--- config.mk ---
export PLATFORM = sky130hd
export DESIGN_NAME = mm_result_collector
export DESIGN_NICKNAME = d
export VERILOG_FILES = /design/src/rtl/mm_pkg.sv /design/src/rtl/mm_vec_fifo.sv /design/src/rtl/mm_result_collector.sv
export SDC_FILE = /design/constraint.sdc
export NUM_CORES = 2
export LEC_CHECK = 0
export BUFFER_PORTS_ARGS = -buffer_cell sky130_fd_sc_hd__buf_2
export CAP_MARGIN = 30
export CORE_AREA = 2 2 457 459
export CTS_BUF_LIST = sky130_fd_sc_hd__clkbuf_16
export DETAILED_ROUTE_END_ITERATION = 8
export DIE_AREA = 0 0 459 461
export HOLD_SLACK_MARGIN = 0.03
export SETUP_SLACK_MARGIN = 0.15
export SYNTH_ARGS = -nofsm -noshare
export SYNTH_HDL_FRONTEND = slang
export SYNTH_SLANG_ARGS = --single-unit
--- constraint.sdc ---
create_clock -name clk -period 72.9 [get_ports clk]
set_input_delay 3.645 -clock clk [delete_from_list [all_inputs] [get_ports clk]]
set_output_delay 3.645 -clock clk [all_outputs]
set_load 0.02 [all_outputs]
--- src/rtl/mm_pkg.sv ---
// Shared defaults and types for the matrix-vector result collector.
// The top can be re-parameterised; these describe the default 32 x 16 / 128-bit build.
package mm_pkg;

  localparam int unsigned DwDefault    = 32;
  localparam int unsigned NDefault     = 16;
  localparam int unsigned OutWDefault  = 128;
  localparam int unsigned DepthDefault = 2;
  localparam int unsigned BEATS        = DwDefault * NDefault / OutWDefault;

  // Index width that stays at least one bit for degenerate sizes.
  function automatic int unsigned idx_w(input int unsigned n);
    return (n > 1) ? $clog2(n) : 1;
  endfunction

  localparam int unsigned BeatW = idx_w(BEATS);

  typedef logic [DwDefault*NDefault-1:0] vec_t;
  typedef logic [BeatW-1:0]              beat_idx_t;

endpackage

--- src/rtl/mm_vec_fifo.sv ---
// Small vector FIFO: Depth entries of Width bits, head visible combinationally on rdata_o.
module mm_vec_fifo
  import mm_pkg::*;
#(
  parameter int unsigned Width = DwDefault * NDefault,
  parameter int unsigned Depth = DepthDefault,
  parameter int unsigned CntW  = idx_w(Depth + 1)
) (
  input  logic             clk,
  input  logic             rst_n,
  input  logic             push_i,
  input  logic [Width-1:0] wdata_i,
  input  logic             pop_i,
  output logic [Width-1:0] rdata_o,
  output logic             full_o,
  output logic             empty_o,
  output logic [CntW-1:0]  count_o
);

  localparam int unsigned PtrW = idx_w(Depth);

  logic [Width-1:0] mem_q [Depth];
  logic [PtrW-1:0]  wr_ptr_q, wr_ptr_d;
  logic [PtrW-1:0]  rd_ptr_q, rd_ptr_d;
  logic [CntW-1:0]  count_q, count_d;
  logic             do_push, do_pop;

  function automatic logic [PtrW-1:0] ptr_inc(input logic [PtrW-1:0] p);
    return (p == PtrW'(Depth - 1)) ? '0 : p + PtrW'(1);
  endfunction

  assign full_o  = (count_q == CntW'(Depth));
  assign empty_o = (count_q == '0);
  assign do_push = push_i & ~full_o;
  assign do_pop  = pop_i & ~empty_o;
  assign rdata_o = mem_q[rd_ptr_q];
  assign count_o = count_q;

  always_comb begin
    wr_ptr_d = do_push ? ptr_inc(wr_ptr_q) : wr_ptr_q;
    rd_ptr_d = do_pop ? ptr_inc(rd_ptr_q) : rd_ptr_q;
    count_d  = count_q;
    case ({do_push, do_pop})
      2'b10:   count_d = count_q + CntW'(1);
      2'b01:   count_d = count_q - CntW'(1);
      default: count_d = count_q;
    endcase
  end

  always_ff @(posedge clk or negedge rst_n) begin
    if (!rst_n) begin
      wr_ptr_q <= '0;
      rd_ptr_q <= '0;
      count_q  <= '0;
    end else begin
      wr_ptr_q <= wr_ptr_d;
      rd_ptr_q <= rd_ptr_d;
      count_q  <= count_d;
    end
  end

  // Payload storage needs no reset: it is only observed behind a valid count.
  always_ff @(posedge clk) begin
    if (do_push) begin
      mem_q[wr_ptr_q] <= wdata_i;
    end
  end

endmodule

--- src/rtl/mm_result_collector.sv ---
// Collects per-column matrix-unit results into vectors, queues them, and streams them out as beats
// while issuing credits so the feeder never overruns the queue.
module mm_result_collector
  import mm_pkg::*;
#(
  parameter int unsigned DW    = DwDefault,
  parameter int unsigned N     = NDefault,
  parameter int unsigned OUT_W = OutWDefault,
  parameter int unsigned DEPTH = DepthDefault
) (
  input  logic              clk,
  input  logic              rst_n,
  input  logic              issue_valid,
  output logic              collect_ready,
  input  logic [DW*N-1:0]   vector_output,
  input  logic [N-1:0]      add_valid,
  output logic [OUT_W-1:0]  m_data,
  output logic              m_valid,
  input  logic              m_ready,
  output logic              m_last,
  output logic [31:0]       vec_count,
  output logic              err_overflow,
  output logic              err_credit
);

  localparam int unsigned VecW  = DW * N;
  localparam int unsigned Beats = VecW / OUT_W;
  localparam int unsigned BW    = idx_w(Beats);
  localparam int unsigned CntW  = idx_w(DEPTH + 1);
  localparam int unsigned InflW = CntW + 1;

  if (VecW % OUT_W != 0) begin : g_bad_out_w
    $error("mm_result_collector: DW*N must be a multiple of OUT_W");
  end

  logic [N-1:0]      col_mask_q, col_mask_d;
  logic [VecW-1:0]   col_data_q, col_data_d;
  logic              complete, dup_hit;

  logic [InflW-1:0]  inflight_q, inflight_d;
  logic [InflW-1:0]  occupancy;
  logic              issue_ok;

  logic [BW-1:0]     beat_q, beat_d;
  logic [31:0]       vec_count_q, vec_count_d;
  logic              err_overflow_q, err_overflow_d;
  logic              err_credit_q, err_credit_d;

  logic [VecW-1:0]   head_vec;
  logic [OUT_W-1:0]  beat_data;
  logic              fifo_full, fifo_empty, fifo_push, fifo_pop;
  logic [CntW-1:0]   fifo_count;
  logic              fire, last_beat;

  // Column capture: col_data_d doubles as the assembled vector on the completing cycle.
  always_comb begin
    col_mask_d = col_mask_q;
    col_data_d = col_data_q;
    dup_hit    = 1'b0;
    for (int i = 0; i < N; i++) begin
      if (add_valid[i]) begin
        if (col_mask_q[i]) begin
          dup_hit = 1'b1;
        end else begin
          col_data_d[i*DW +: DW] = vector_output[i*DW +: DW];
          col_mask_d[i]          = 1'b1;
        end
      end
    end
    complete = &(col_mask_q | add_valid);
    if (complete) begin
      col_mask_d = '0;
    end
  end

  assign fifo_push = complete & ~fifo_full;

  mm_vec_fifo #(
    .Width (VecW),
    .Depth (DEPTH),
    .CntW  (CntW)
  ) u_fifo (
    .clk     (clk),
    .rst_n   (rst_n),
    .push_i  (fifo_push),
    .wdata_i (col_data_d),
    .pop_i   (fifo_pop),
    .rdata_o (head_vec),
    .full_o  (fifo_full),
    .empty_o (fifo_empty),
    .count_o (fifo_count)
  );

  // Credits cover both vectors still in the matrix unit and vectors waiting in the queue.
  always_comb begin
    occupancy     = inflight_q + InflW'(fifo_count);
    collect_ready = (occupancy < InflW'(DEPTH));
    issue_ok      = issue_valid & collect_ready;
    inflight_d    = inflight_q;
    case ({issue_ok, complete && (inflight_q != '0)})
      2'b10:   inflight_d = inflight_q + InflW'(1);
      2'b01:   inflight_d = inflight_q - InflW'(1);
      default: inflight_d = inflight_q;
    endcase
    err_credit_d   = err_credit_q | (issue_valid & ~collect_ready);
    err_overflow_d = err_overflow_q | dup_hit;
  end

  always_comb begin
    beat_data = '0;
    for (int b = 0; b < Beats; b++) begin
      if (beat_q == BW'(b)) begin
        beat_data = head_vec[b*OUT_W +: OUT_W];
      end
    end
  end

  // Beat sequencer: outputs come straight from the FIFO head, so they hold while stalled.
  always_comb begin
    m_valid     = ~fifo_empty;
    last_beat   = (beat_q == BW'(Beats - 1));
    m_last      = m_valid & last_beat;
    m_data      = m_valid ? beat_data : '0;
    fire        = m_valid & m_ready;
    fifo_pop    = fire & last_beat;
    beat_d      = beat_q;
    vec_count_d = vec_count_q;
    if (fire) begin
      if (last_beat) begin
        beat_d      = '0;
        vec_count_d = vec_count_q + 32'd1;
      end else begin
        beat_d = beat_q + BW'(1);
      end
    end
  end

  always_ff @(posedge clk or negedge rst_n) begin
    if (!rst_n) begin
      col_mask_q     <= '0;
      col_data_q     <= '0;
      inflight_q     <= '0;
      beat_q         <= '0;
      vec_count_q    <= '0;
      err_overflow_q <= 1'b0;
      err_credit_q   <= 1'b0;
    end else begin
      col_mask_q     <= col_mask_d;
      col_data_q     <= col_data_d;
      inflight_q     <= inflight_d;
      beat_q         <= beat_d;
      vec_count_q    <= vec_count_d;
      err_overflow_q <= err_overflow_d;
      err_credit_q   <= err_credit_d;
    end
  end

  assign vec_count    = vec_count_q;
  assign err_overflow = err_overflow_q;
  assign err_credit   = err_credit_q;

endmodule

* Word-level counts from Yosys, hierarchy flattened
Memories as Yosys holds them, arrays and structs flattened.
Cells that the tools add are included.
** Word-level totals
- Memories kept :: 1
- Bits in read-only memories :: 0
- Register bits :: 571
- Bits in writable memories :: 1024
- Bits in latches :: 0
- Word-level logic and storage cells :: 175
- Output and inout port bits :: 165
** Operators by class
- Equality and inequality tests :: 8
- Add/sub/neg operators :: 9
- Mux-type cells :: 93
- Order comparisons :: 1
- Multiply operators :: 0
- Bitwise operators :: 14
- Reductions and logical operators :: 24
- Shifts and indexed selects :: 0
- Divide/modulo/power cells :: 0
** Memory list
- u_fifo.mem_q :: depth 2, bits a word 512, rd ports 1, clocked after memory_dff 0, wr ports 1, RTL line mm_vec_fifo.sv:22 : logic [Width-1:0] mem_q [Depth];
** Operators by type and width (number)
- 32-bit two-way mux :: 32
- 128-bit two-way mux :: 5
- 1-bit two-way mux :: 52
- 2-bit nonzero test :: 18
- 32-bit by 1-bit adder with 32-bit output (second input constant) :: 1
- 16-bit two-way mux :: 1
- 16-bit bitwise OR :: 1
- 16-bit AND reduction :: 1
- 2-bit equality test (second input constant) :: 5
- 1-bit bitwise AND :: 8
- 2-bit by 1-bit equality test with 1-bit output (second input constant) :: 3
- 3-bit case mux with 2 select lines :: 1
- 2-bit by 1-bit adder with 2-bit output (second input constant) :: 2
- 2-bit zero test :: 2
- 2-bit case mux with 2 select lines :: 1
- 3-bit by 1-bit adder with 3-bit output (second input constant) :: 1
- 3-bit by 2-bit adder with 3-bit output :: 1
- 3-bit by 2-bit less-than comparator with 1-bit output (second input constant) :: 1
- 1-bit inverter :: 3
- 3-bit nonzero test :: 1
- 3-bit by 1-bit subtractor with 3-bit output (second input constant) :: 1
- 1-bit adder (second input constant) :: 2
- 2-bit two-way mux :: 1
- 1-bit bitwise OR :: 2
- 3 further kinds :: 3

* Longest topological paths before layout
- Depth in word-level cells :: 33
- Mapped depth :: 12
- Gate-level depth less buffers :: 12

* Hierarchy
Synthesis repeated with hierarchy kept, for this count alone.
** Second synthesis, totals
- Cells, all modules :: 4089
- Area, all modules :: 63718.6 um2
** Modules (own cells, without submodules)
- mm_vec_fifo :: area an instance 37325.8 um2, instances 1, sequential area each 30849.6 um2, cells an instance 1611
- mm_result_collector :: area an instance 26392.8 um2, instances 1, sequential area each 14188.6 um2, cells an instance 2478

* Worst setup path before layout
No wires, ideal clock.
- Path kind :: input port to flip-flop
- Start :: input add_valid[5]
- End :: memory u_fifo.mem_q[0][0] (netlist name), enable pin
- Buffers on the path :: 1
- Setup slack :: 45.810 ns
- Cell stages on the path :: 6
- Setup time :: 1.402 ns
- Arrival :: 25.688 ns
- Path through :: nor2_1 > nor4_1 > and4_1 > buf_2 > o21ai_0 > nor2_1
** On the way
- Cells in the longest elaborated chain, start to end :: 6
** Ends and longest elaborated chain
- from (decl) :: RTL line mm_result_collector.sv:16 : input logic [N-1:0] add_valid,
- 16-bit bitwise OR :: RTL line mm_result_collector.sv:70 : complete = &(col_mask_q | add_valid);
- 16-bit AND reduction :: RTL line mm_result_collector.sv:70
- 1-bit bitwise AND :: RTL line mm_result_collector.sv:76 : assign fifo_push = complete & ~fifo_full;
- 1-bit bitwise AND :: RTL line mm_vec_fifo.sv:34 : assign do_push = push_i & ~full_o;
- 1-bit two-way mux :: RTL line mm_vec_fifo.sv:64 : if (do_push) begin
- 1-bit two-way mux (not written as such) :: RTL line mm_vec_fifo.sv:65 : mem_q[wr_ptr_q] <= wdata_i;
- to (decl) :: RTL line mm_vec_fifo.sv:22
No other way between the ends.

* Final worst setup path
- Start :: register u_fifo.rd_ptr_q
- End :: output m_data[78]
** On the way
- Cells in the longest elaborated chain, start to end :: 6
** Ends and longest elaborated chain
- from (decl) :: RTL line mm_vec_fifo.sv:24 : logic [PtrW-1:0] rd_ptr_q, rd_ptr_d;
- from (signal assigned) :: RTL line mm_vec_fifo.sv:57 : rd_ptr_q <= rd_ptr_d;
- memory 2 x 512 bit (*)
- 128-bit two-way mux (3 in series) :: RTL line mm_result_collector.sv:112 : if (beat_q == BW'(b)) begin
- 128-bit two-way mux (*) :: RTL line mm_result_collector.sv:112
- 128-bit two-way mux (*) :: RTL line mm_result_collector.sv:123 : m_data = m_valid ? beat_data : '0;
- to (decl) :: RTL line mm_result_collector.sv:17 : output logic [OUT_W-1:0] m_data,
Every way passes the cells marked *; elsewhere a longest branch is shown, timed or not.

==> results_dict.tcl <==
set metrics [dict create \
    layout-drive-gt1-share_pct 40.0 \
    grt_pass1_wl_um 248000 \
    post_cts_buffers 0 \
    use_met1_pct 19.8 \
    drv_cap 0 \
    clock_latency_ns 0.81 \
    die_x_um 459 \
    critPathBufInv 5 \
    path_cells "buf_4 > buf_16 > buf_4 > buf_4 > mux2_2 > a221oi_1 > a21oi_1 > nor2_1 > a211oi_1 > buf_2" \
    synth.avg_cell_area_um2 17.4 \
    yosys.area_share.simple_pct 1.86 \
    outcome "completed" \
    core_area_um2 206000 \
    area_delta_synth_final_pct 20.1 \
    worst_ep_arrival_time_ns 5.26 \
    fin_tns_setup_ns 0 \
    maxSlewHeadroom_pct 12.0 \
    synthArstFlopShare_pct 35.8 \
    cts_hold_buf 0 \
    ys_types 42 \
    start_kind "register" \
    cts_inserted_buffers 173 \
    fill_cells 19500 \
    maxSlewViolCount 0 \
    synth_nets 4096 \
    hold_path.class "reg2reg" \
    clock_path_buffers 3 \
    htree_levels 4 \
    worstPathRequired_ns 69.26 \
    row_count 167 \
    top_usage_layer "met2" \
    dp_hpwl_um 112000 \
    syn_area_um2 61700 \
    vdd_drop_max_mv 0.0293 \
    synth_top_family_by_area "multiplexers" \
    grt_util_all_layers_pct 16.0 \
    io_pins 697 \
    cts_tree "built" \
    synth_xor_area_share_pct 0.568 \
    power_density_nw_per_um2 46.2 \
    share_comb_of_total_power_pct 34.1 \
    rsz0062_at_grt "false" \
    synthCells 3555 \
    worst_path_largest_cell_delay_ns 0.82 \
    antenna_found_initial 126 \
    utilization_pct 35.9 \
    critPathTopFamily "buffers and inverters" \
    viasPerCell 4.80 \
    synthAdderAreaFrac_pct 0.207 \
    final.min_clock_period_ns 8.90 \
    fin_skew_ns 0.0457 \
    clkTransAtPathRegs_ns 0.06 \
    wirelength_um 172000 \
    p_leak_nw 28.2 \
    post-route-period-util_pct 12.2 \
    drt_pre_antenna_iters 5 \
    ys_ff_latch 1595 \
    max_freq_mhz 112 \
    grt_pass1_vias 35400 \
    power.share.clock_pct 24.9 \
    fp.dieH_um 461 \
    place.gp.congestion 0.802 \
    wl_per_cell_um 24.1 \
    route.detailed.drc 0 \
    fp.dieArea_um2 212000 \
    ant_nets 0 \
    first_iter_violations 2251 \
    cts-resized-gates 0 \
    seq_area_frac_synth_pct 73.0 \
    end_kind "primary output" \
    swShare_pct 34.3 \
    synth_ff_type "edfxtp_1" \
    cp_slowest_cell "buf_4" \
    path_class "reg2out" \
    start_util_pct 29.9 \
    cts.sinks 1595 \
    power_frac_seq_pct 41.0 \
    grt-ovfl-total 0 \
    power_switching_mw 1.17 \
    grt_use_met2_pct 26.2 \
    nNetsFinal 4810 \
    synth_compound_area_share_pct 4.56 \
    yosysWarnings 0 \
    root_buffer "clkbuf_16" \
    p_int_mw 2.25 \
    hold_viol 0 \
    synth_edf_count 1024 \
    grt_max_degree 151 \
    vias 34400 \
    critPathMaxFanout 55 \
    worst_pin_slew_ns 1.32 \
    grt_use_met3_pct 5.59 \
    synth_mux_area_share_pct 18.2 \
    setup-violations-final 0 \
    crit_path_frequent_cell "buf_4" \
    port_buffers 696 \
]
[area by class of cell]
class | instances | area (µm²) | area share [%]
flip-flops and latches | 1595 | 45000 | 60.8
multi-input cells | 1727 | 15800 | 21.3
clock buffers | 176 | 4400 | 5.94
repair buffers | 762 | 4160 | 5.62
well taps | 2704 | 3380 | 4.56
clock inverters | 151 | 1200 | 1.62
diodes | 39 | 97.6 | 0.132
inverters | 10 | 37.5 | 0.0506
[power by group through the flow]
stage / logic, mW / clock network, mW / registers (mW)
floorplan: 0.778 / 0 / 1.49
global placement: 1.17 / 0 / 1.41
detailed placement: 1.19 / 0 / 1.42
CTS: 1.19 / 0.876 / 1.40
global route: 1.27 / 0.912 / 1.43
finish: 1.17 / 0.852 / 1.40
[stage by stage]
| stage | setup slack, ns | hold slack (ns) | total power, mW | instances | instance area [µm²] |
|---|---|---|---|---|---|
| floorplan | 45.81 | 0.468 | 2.27 | 3555 | 61700 |
| global placement | 63.84 | 0.458 | 2.58 | 6792 | 68300 |
| detailed placement | 63.77 | 0.460 | 2.61 | 6796 | 68400 |
| CTS | 63.81 | 0.470 | 3.47 | 7123 | 74000 |
| global route | 63.64 | 0.497 | 3.61 | 7142 | 74100 |
| finish | 64.00 | 0.465 | 3.42 | 7164 | 74100 |
[registers in the layout, indices dropped and copies added, names as in the netlist]
register         count
u_fifo.mem_q      1024
col_data_q         512
vec_count           32
col_mask_q          16
inflight_q           3
beat_q               2
u_fifo.count_o       2
err_credit           1
err_overflow         1
u_fifo.rd_ptr_q      1
u_fifo.wr_ptr_q      1
[kinds of logic (layout without fill, tap and decap cells)]
| family | count (synthesis) | after routing |
|---|---|---|
| AOI/OAI and AO/OA | 396 | 396 |
| adders and majority gates | 9 | 9 |
| buffers and inverters | 233 | 1099 |
| DFF | 1595 | 1595 |
| muxes | 1026 | 1026 |
| xor gates and xnor gates | 40 | 40 |
| other | 0 | 39 |
| and+or+nand+nor | 256 | 256 |
[routing by layer]
metal | vias to the layer above | share of wire (%) | routed length (µm)
li1 | 15100 | - | -
met1 | 17600 | 41 | 70500
met2 | 1026 | 48 | 82600
met3 | 416 | 7.9 | 13600
met4 | 126 | 2.8 | 4860
met5 | - | 0.47 | 811
[synthesized netlist by cell type (2+ instances only)]
library cell | count | area (µm²)
nor3_1 | 4 | 20.0
inv_2 | 2 | 7.51
and3_1 | 4 | 25.0
buf_6 | 2 | 22.5
edfxtp_1 | 1024 | 30700
xor2_1 | 8 | 70.1
buf_4 | 19 | 143
fa_1 | 2 | 40.0
nand4_1 | 9 | 56.3
inv_1 | 8 | 30.0
a21o_1 | 2 | 15.0
a21oi_1 | 128 | 641
nor2_1 | 170 | 638
nand2_1 | 19 | 71.3
nor4_1 | 5 | 31.3
mux2_1 | 41 | 462
dfrtp_1 | 571 | 14300
mux2_2 | 728 | 8200
ha_1 | 7 | 87.6
clkbuf_1 | 108 | 405
buf_1 | 56 | 210
and2_1 | 2 | 12.5
xnor2_1 | 32 | 280
nand3_1 | 18 | 90.1
mux2i_1 | 257 | 2570
and4_1 | 2 | 17.5
a22oi_1 | 6 | 45.0
a211oi_1 | 128 | 961
a221oi_1 | 128 | 1120
nand2b_1 | 16 | 100
buf_2 | 38 | 190
[layout by cell type (no fill, tap or decap), drive strengths merged, types with 7 or more instances in the layout]
master / netlist / routed
a211oi: 128 / 128
a21oi: 128 / 128
a221oi: 128 / 128
buf: 115 / 762
bufinv: 0 / 12
clkbuf: 108 / 176
clkinv: 0 / 80
clkinvlp: 0 / 7
dfrtp: 571 / 571
diode: 0 / 39
edfxtp: 1024 / 1024
ha: 7 / 7
inv: 10 / 62
mux2: 769 / 769
mux2i: 257 / 257
nand2: 19 / 19
nand2b: 16 / 16
nand3: 19 / 19
nand4: 10 / 10
nor2: 170 / 170
nor4: 7 / 7
xnor2: 32 / 32
xor2: 8 / 8
[worst paths after layout]
kind | start | end | slack [ns] | cells after the start
worst min register to register | vec_count[31] | vec_count[31] | 0.46 | 1
max in group asynchronous | rst_n | col_data_q[300] | 66.67 | 6
worst max register to register | col_mask_q[5] | u_fifo.mem_q[0][456] | 67.59 | 10
worst max-delay path | u_fifo.rd_ptr_q | m_data[78] | 64.00 | 10
min in group asynchronous | rst_n | col_data_q[108] | 2.87 | 1
worst min-delay path | vec_count[31] | vec_count[31] | 0.46 | 1
(Power assumes the default switching activity.)
